<file path="config.mk">
export PLATFORM = sky130hd
export DESIGN_NAME = sqr_wav_meas
export DESIGN_NICKNAME = d
export VERILOG_FILES = /design/src/rtl/sqr_wav_meas.sv
export SDC_FILE = /design/constraint.sdc
export NUM_CORES = 1
export LEC_CHECK = 0
export ABC_AREA = 1
export BUFFER_PORTS_ARGS = -buffer_cell sky130_fd_sc_hd__buf_2
export CORE_MARGIN = 2
export CORE_UTILIZATION = 30
export DETAILED_ROUTE_END_ITERATION = 8
export GPL_TIMING_DRIVEN = 0
export HOLD_SLACK_MARGIN = 0.06
export PLACE_DENSITY = 0.48
export SETUP_SLACK_MARGIN = 0.2
export SLEW_MARGIN = 20
export SYNTH_ARGS = -nofsm -noshare
export SYNTH_HDL_FRONTEND = slang
export SYNTH_SLANG_ARGS = --single-unit
</file>
<file path="constraint.sdc">
create_clock -name clk -period 2.2 [get_ports clk]
set_input_delay 0.33 -clock clk [delete_from_list [all_inputs] [get_ports clk]]
set_output_delay 0.33 -clock clk [all_outputs]
set_load 0.01 [all_outputs]
</file>
<file path="src/rtl/sqr_wav_meas.sv">
// Square-wave period measurer: times each high and low phase of sqr_in in
// CLK_PER_UNIT-clock units and reports both after every full period.
//
//   state | meaning
//   ACQ   | waiting for a rise to start a clean period (reset / after stall)
//   HIGH  | timing the high phase, waiting for fall
//   LOW   | timing the low phase, waiting for rise to report the period
module sqr_wav_meas #(
    parameter int CLK_PER_UNIT  = 10,
    parameter int CNT_W         = 8,
    parameter int TIMEOUT_UNITS = 1000
) (
    input  logic             clk,
    input  logic             reset_n,
    input  logic             sqr_in,
    output logic [CNT_W-1:0] high_cnt,
    output logic [CNT_W-1:0] low_cnt,
    output logic             meas_valid,
    output logic             stuck
);

    localparam int PS_W = $clog2(CLK_PER_UNIT);
    localparam int UN_W = $clog2(TIMEOUT_UNITS + 1);
    localparam logic [PS_W-1:0] PS_LAST = PS_W'(CLK_PER_UNIT - 1);
    localparam logic [UN_W-1:0] UN_TO   = UN_W'(TIMEOUT_UNITS);
    localparam logic [UN_W-1:0] UN_PRE  = UN_W'(TIMEOUT_UNITS - 1);
    localparam logic [UN_W-1:0] SAT     = UN_W'((2 ** CNT_W) - 1);

    typedef enum logic [1:0] {ACQ, HIGH, LOW} state_t;

    state_t            state;
    state_t            state_nxt;
    logic              s1, s2, s3;
    logic              rise, fall, any_edge;
    logic [PS_W-1:0]   presc;
    logic [UN_W-1:0]   unit_cnt;
    logic              presc_last;
    logic              timeout;
    logic [UN_W-1:0]   phase_units;
    logic [CNT_W-1:0]  phase_sat;
    logic [CNT_W-1:0]  high_len;
    logic              hold_ld;
    logic              report;

    always_ff @(posedge clk or negedge reset_n) begin
        if (!reset_n) begin
            s1 <= 1'b0;
            s2 <= 1'b0;
            s3 <= 1'b0;
        end else begin
            s1 <= sqr_in;
            s2 <= s1;
            s3 <= s2;
        end
    end

    assign rise       = s2 & ~s3;
    assign fall       = ~s2 & s3;
    assign any_edge   = rise | fall;
    assign presc_last = (presc == PS_LAST);
    assign timeout    = ~any_edge & presc_last & (unit_cnt == UN_PRE);

    // Counters restart after the edge cycle, so the edge cycle itself is added
    // back here: a phase of L clocks then reads floor(L / CLK_PER_UNIT).
    assign phase_units = unit_cnt + UN_W'(presc_last);
    assign phase_sat   = (phase_units > SAT) ? '1 : phase_units[CNT_W-1:0];

    always_ff @(posedge clk or negedge reset_n) begin
        if (!reset_n) begin
            presc    <= '0;
            unit_cnt <= '0;
        end else if (any_edge) begin
            presc    <= '0;
            unit_cnt <= '0;
        end else if (presc_last) begin
            presc <= '0;
            if (unit_cnt != UN_TO)
                unit_cnt <= unit_cnt + UN_W'(1);
        end else begin
            presc <= presc + PS_W'(1);
        end
    end

    always_ff @(posedge clk or negedge reset_n) begin
        if (!reset_n)
            state <= ACQ;
        else
            state <= state_nxt;
    end

    always_comb begin
        state_nxt = state;
        hold_ld   = 1'b0;
        report    = 1'b0;
        case (state)
            ACQ: begin
                if (rise)
                    state_nxt = HIGH;
            end
            HIGH: begin
                if (fall) begin
                    hold_ld   = 1'b1;
                    state_nxt = LOW;
                end else if (timeout) begin
                    state_nxt = ACQ;
                end
            end
            LOW: begin
                if (rise) begin
                    report    = 1'b1;
                    state_nxt = HIGH;
                end else if (timeout) begin
                    state_nxt = ACQ;
                end
            end
            default: state_nxt = ACQ;
        endcase
    end

    always_ff @(posedge clk or negedge reset_n) begin
        if (!reset_n) begin
            high_len   <= '0;
            high_cnt   <= '0;
            low_cnt    <= '0;
            meas_valid <= 1'b0;
            stuck      <= 1'b0;
        end else begin
            meas_valid <= report;
            if (hold_ld)
                high_len <= phase_sat;
            if (report) begin
                high_cnt <= high_len;
                low_cnt  <= phase_sat;
            end
            if (rise)
                stuck <= 1'b0;
            else if (timeout)
                stuck <= 1'b1;
        end
    end

endmodule

</file>
Yosys cells after proc, flatten, opt, wreduce, memory -nomap -nowiden
Cells that the tools add are included.
{ "op_classes": {"n_eq_ne": 6, "add_sub_neg": 3, "n_lt_le_gt_ge": 1, "bitwise_logic": 8, "muxes": 17, "n_reduce_logical": 5} }
{ "op_table": {"columns": ["op", "n"], "rows": [
  ["10-bit 2-to-1 mux", 3],
  ["10-bit by 1-bit adder with 10-bit output", 1],
  ["10-bit by 1-bit adder with 10-bit output (second input constant)", 1],
  ["10-bit == test (second input constant)", 1],
  ["10-bit by 8-bit greater-than comparator with 1-bit output (second input constant)", 1],
  ["10-bit inequality test (second input constant)", 1],
  ["2-bit 2-to-1 mux", 4],
  ["4-bit 2-to-1 mux", 2],
  ["8-bit 2-to-1 mux", 1],
  ["1-bit 2-to-1 mux", 6],
  ["2-bit case mux with 3 select lines", 1],
  ["2-bit nonzero test", 3],
  ["4-bit by 1-bit adder with 4-bit output (second input constant)", 1],
  ["1-bit bitwise AND", 4],
  ["4-bit == test (second input constant)", 1],
  ["1-bit inverter", 3],
  ["2-bit by 1-bit == test with 1-bit output (second input constant)", 1],
  ["2-bit == test (second input constant)", 1],
  ["2-bit logical NOT", 1],
  ["2-bit inequality test (second input constant)", 1],
  ["2-bit AND reduction", 1],
  ["1-bit bitwise OR", 1]
]} }
{ "totals": {"word_cells": 51, "inputBits": 3, "regBits": 45, "out_inout_bits": 18} }

Depth between registers and ports, before layout
{ "logic_depth": {"depth_word": 9, "mapped_depth": 14} }

Least setup slack after synthesis
OpenSTA, ideal clock, no wires.
{ "synth_timing": {"path_kind": "reg2reg", "start": "register presc[1]", "end": "register high_len[0]", "arrival_time_ps": 1754, "required_time_ps": 2083, "slack_ps": 330, "n_path_buf": 0, "stages_incl_launch_ff": 14, "period_less_slack_ps": 1870, "cell_sequence": "dfrtp_1 > inv_1 > ha_1 > nand2_1 > nor2_2 > ha_1 > ha_1 > inv_1 > nor2_1 > nand3_1 > nand2_2 > nand3_1 > nand2_1 > nand2_1"} }
{ "synth_via": {"elab_chain_len": 4} }
{ "synth_lines": {"columns": ["element", "line_no", "text"], "rows": [
  ["start: declaration", "35", "logic [PS_W-1:0] presc;"],
  ["start signal: assignment", "80", "presc <= presc + PS_W'(1);"],
  ["4-bit == test *", "60", "assign presc_last = (presc == PS_LAST);"],
  ["10-bit by 1-bit adder with 10-bit output *", "65", "assign phase_units = unit_cnt + UN_W'(presc_last);"],
  ["10-bit by 8-bit greater-than comparator with 1-bit output", "66", "assign phase_sat = (phase_units > SAT) ? '1 : phase_units[CNT_W-1:0];"],
  ["8-bit 2-to-1 mux *", "66", null],
  ["end signal: assignment", "130", "high_len <= phase_sat;"],
  ["end: declaration", "41", "logic [CNT_W-1:0] high_len;"]
]} }
Every way passes the cells marked *; elsewhere a longest branch is shown, timed or not.
A chain may end at the register's enable or synchronous reset.

Final worst setup path
{ "layout_timing": {"start": "register presc[1]", "end": "register high_len[5]"} }
The elaborated chain is that of the path after synthesis.

==> impl_metrics.env <==
export IMPL_outcome="finished clean"
export IMPL_setup_tns_final_ps=0
export IMPL_ys_seq_elements=45
export IMPL_drive_gt1_frac=0.205
export IMPL_final_area_um2=2720
export IMPL_ant_nets=0
export IMPL_diodes=0
export IMPL_io_pins=21
export IMPL_final_nets=323
export IMPL_p_per_area_nw_per_um2=711
export IMPL_fin_crit_sh=0.883
export IMPL_busiest_layer="met2"
export IMPL_clkTransAtPathRegs_ps=90
export IMPL_peakVddDrop_mv=0.235
export IMPL_cp_arrival_ps=2130
export IMPL_cp_max_fo=8
export IMPL_wl_mm=4.63
export IMPL_ys_warn_count=0
export IMPL_hold_viol=0
export IMPL_drt_iter0_markers=78
export IMPL_htreeDepth=2
export IMPL_die_h_um=90.6
export IMPL_synthSimpleGateAreaFrac=0.333
export IMPL_crit_path_end_kind="flop"
export IMPL_synth_nets=292
export IMPL_yosysMostFrequentCell="nand2_1"
export IMPL_placed_area_um2=2470
export IMPL_slew_headroom=0.618
export IMPL_synth_edff_count=0
export IMPL_place_congestion=0.797
export IMPL_drtPass1Iterations=4
export IMPL_hpwl_mm=3.37
export IMPL_grt_use_total=0.120
export IMPL_ys_flop_type="dfrtp_1"
export IMPL_cts_tree="yes"
export IMPL_avgSynthCellArea_um2=8.01
export IMPL_final_setup_viol_count=0
export IMPL_syn_inst=281
export IMPL_met3_usage=0.0259
export IMPL_synth_fa_ha_area_frac=0.0445
export IMPL_cts_buffers=5
export IMPL_fin_crit_ps=1940
export IMPL_synth_area_leaders="dfrtp_1 50%, nand2_1 19%, nand3_1 6.9%"
export IMPL_slew_violations=0
export IMPL_cts_path_max_buffers=2
export IMPL_routedWlPerCell_um=11.3
export IMPL_grt_pass1_wl_mm=8.09
export IMPL_antenna_found_initial=0
export IMPL_critPathKind="reg -> reg"
export IMPL_use_met1=0.157
export IMPL_core_um2=7250
export IMPL_grt_pass1_vias=1695
export IMPL_grtUsageMet2=0.198
export IMPL_grt_max_degree=46
export IMPL_via_count=1820
export IMPL_cts_root_buffer="clkbuf_8"
export IMPL_cts_sinks=45
export IMPL_tightest_slew_ps=573
export IMPL_place_ws_ps=15.3
export IMPL_die_x_um=90.6
export IMPL_viasPerCell=4.43
export IMPL_dieArea_um2=8210
export IMPL_ys_seq_area_frac=0.500
export IMPL_synth_distinct_cells=23
export IMPL_synthToLayoutAreaGrowth_pct=21.0
export IMPL_async_flop_share=1.00
export IMPL_overflow=0
export IMPL_synth_compound_area_frac=0.0361
export IMPL_synth_xor_area_frac=0.0233
export IMPL_min_path_type="in -> async"
export IMPL_fin_worst_skew_ps=8.60
export IMPL_cts_hold_buf=0
export IMPL_finalPower_mw=1.94
export IMPL_yosys_area_top_type="dfrtp_1"
export IMPL_netlist_area_um2=2250
export IMPL_final_setup_worst_slack_ps=258
export IMPL_leakage_nw=1.43
export IMPL_muxShareOfSynthArea=0
export IMPL_drc=0
export IMPL_synth_common_cells="116 x nand2_1, 45 x dfrtp_1, 31 x nand3_1"
export IMPL_max_freq_ghz=0.515
export IMPL_rows=31
export IMPL_start_util=0.310
export IMPL_io_buffers=20
export IMPL_drv_cap=0
export IMPL_netlist_area_leader_share=0.500
export IMPL_cp_required_ps=2390
export IMPL_rsz0062_at_grt="yes"
export IMPL_clkLatencyLatePin_ps=300
export IMPL_cp_start_kind="flop"
export IMPL_synth_top_family_by_area="simple AND/OR/NAND/NOR gates"
export IMPL_fin_hold_ws_ps=32.1
[registers in the layout, indices dropped and copies added, names as in the netlist]
signal / flops
unit_cnt: 10
high_cnt: 8
high_len: 8
low_cnt: 8
presc: 4
state: 2
meas_valid: 1
s1: 1
s2: 1
s3: 1
stuck: 1
[path summary, 6_finish.rpt]
| check | startpoint | to | slack, ps | depth (start not counted) |
|---|---|---|---|---|
| min in group clk | sqr_in | s1 | 140 | 1 |
| worst max register to register | presc[1] | high_len[5] | 260 | 13 |
| max in group asynchronous | reset_n | unit_cnt[2] | 1790 | 1 |
| worst max-delay path | presc[1] | high_len[5] | 260 | 13 |
| worst min register to register | s1 | s2 | 350 | 0 |
| worst min-delay path | reset_n | high_len[3] | 30 | 1 |
[cell usage in the layout (no fill, tap or decap), types with 2 or more instances in the layout]
cell        n
nand3_4     2
ha_4        2
clkbuf_8    5
nand4_1     2
nand2_1   114
nand3_2     6
xnor2_1     3
buf_4       8
xor2_1      3
o21ai_1     6
buf_2      21
nor2_1     16
nor2_4      3
nand3_1    24
ha_1        5
dfrtp_1    45
nand2_2     2
inv_1      22
inv_2       4
nor3_4      2
nand2_4     2
o21ai_0     6
[through the flow]
stage | utilization | cells
after global placement | 0.341 | 400
after floorplan | - | 281
after global routing | 0.376 | 411
final | 0.376 | 411
after CTS | 0.361 | 408
after detailed placement | 0.341 | 400
[worst max-delay path, stage by stage, from the launching register on]
cell	delay [ps]
dfrtp_1	400
inv_1	60
ha_2	160
nand2_2	60
nor2_4	160
ha_4	180
ha_4	150
inv_2	40
nor2_4	100
nand3_2	110
nand2_4	160
nand3_1	130
nand2_1	80
nand2_1	50
[layer usage]
layer | up-vias | wire length [um]
met5 | - | 0
met4 | 0 | 79
met3 | 7 | 135
met2 | 28 | 2140
met1 | 839 | 2270
li1 | 946 | -
[layout make-up]
| cell class | instances | area, um2 |
|---|---|---|
| fillers | 785 | 4530 |
| multi-input cells | 204 | 1100 |
| flip-flops and latches | 45 | 1130 |
| clock buffers | 5 | 68.8 |
| well taps | 99 | 124 |
| inverters | 26 | 97.6 |
| clock inverters | 2 | 35.0 |
| repair buffers | 24 | 133 |
| plain buffers | 6 | 43.8 |
[repair_timing]
action | in CTS | in global routing
endpoints found under the setup margin | 16 | 16
setup buffers | 1 | 3
pin swaps | 2 | 5
resized for setup | 7 | 17
[power breakdown]
part / internal (mW) / switching, mW
Combinational: 0.130 / 0.200
Clock: 0.330 / 0.277
Sequential: 0.919 / 0.0806
[cells by family (layout without fill, tap and decap cells)]
| family | Yosys count | count (layout) |
|---|---|---|
| and+or+nand+nor | 176 | 176 |
| DFF | 45 | 45 |
| buffers and inverters | 32 | 63 |
| AOI/OAI and AO/OA | 14 | 14 |
| adders and majority gates | 8 | 8 |
| xor gates and xnor gates | 6 | 6 |
Power figures use the tool's default switching activity.
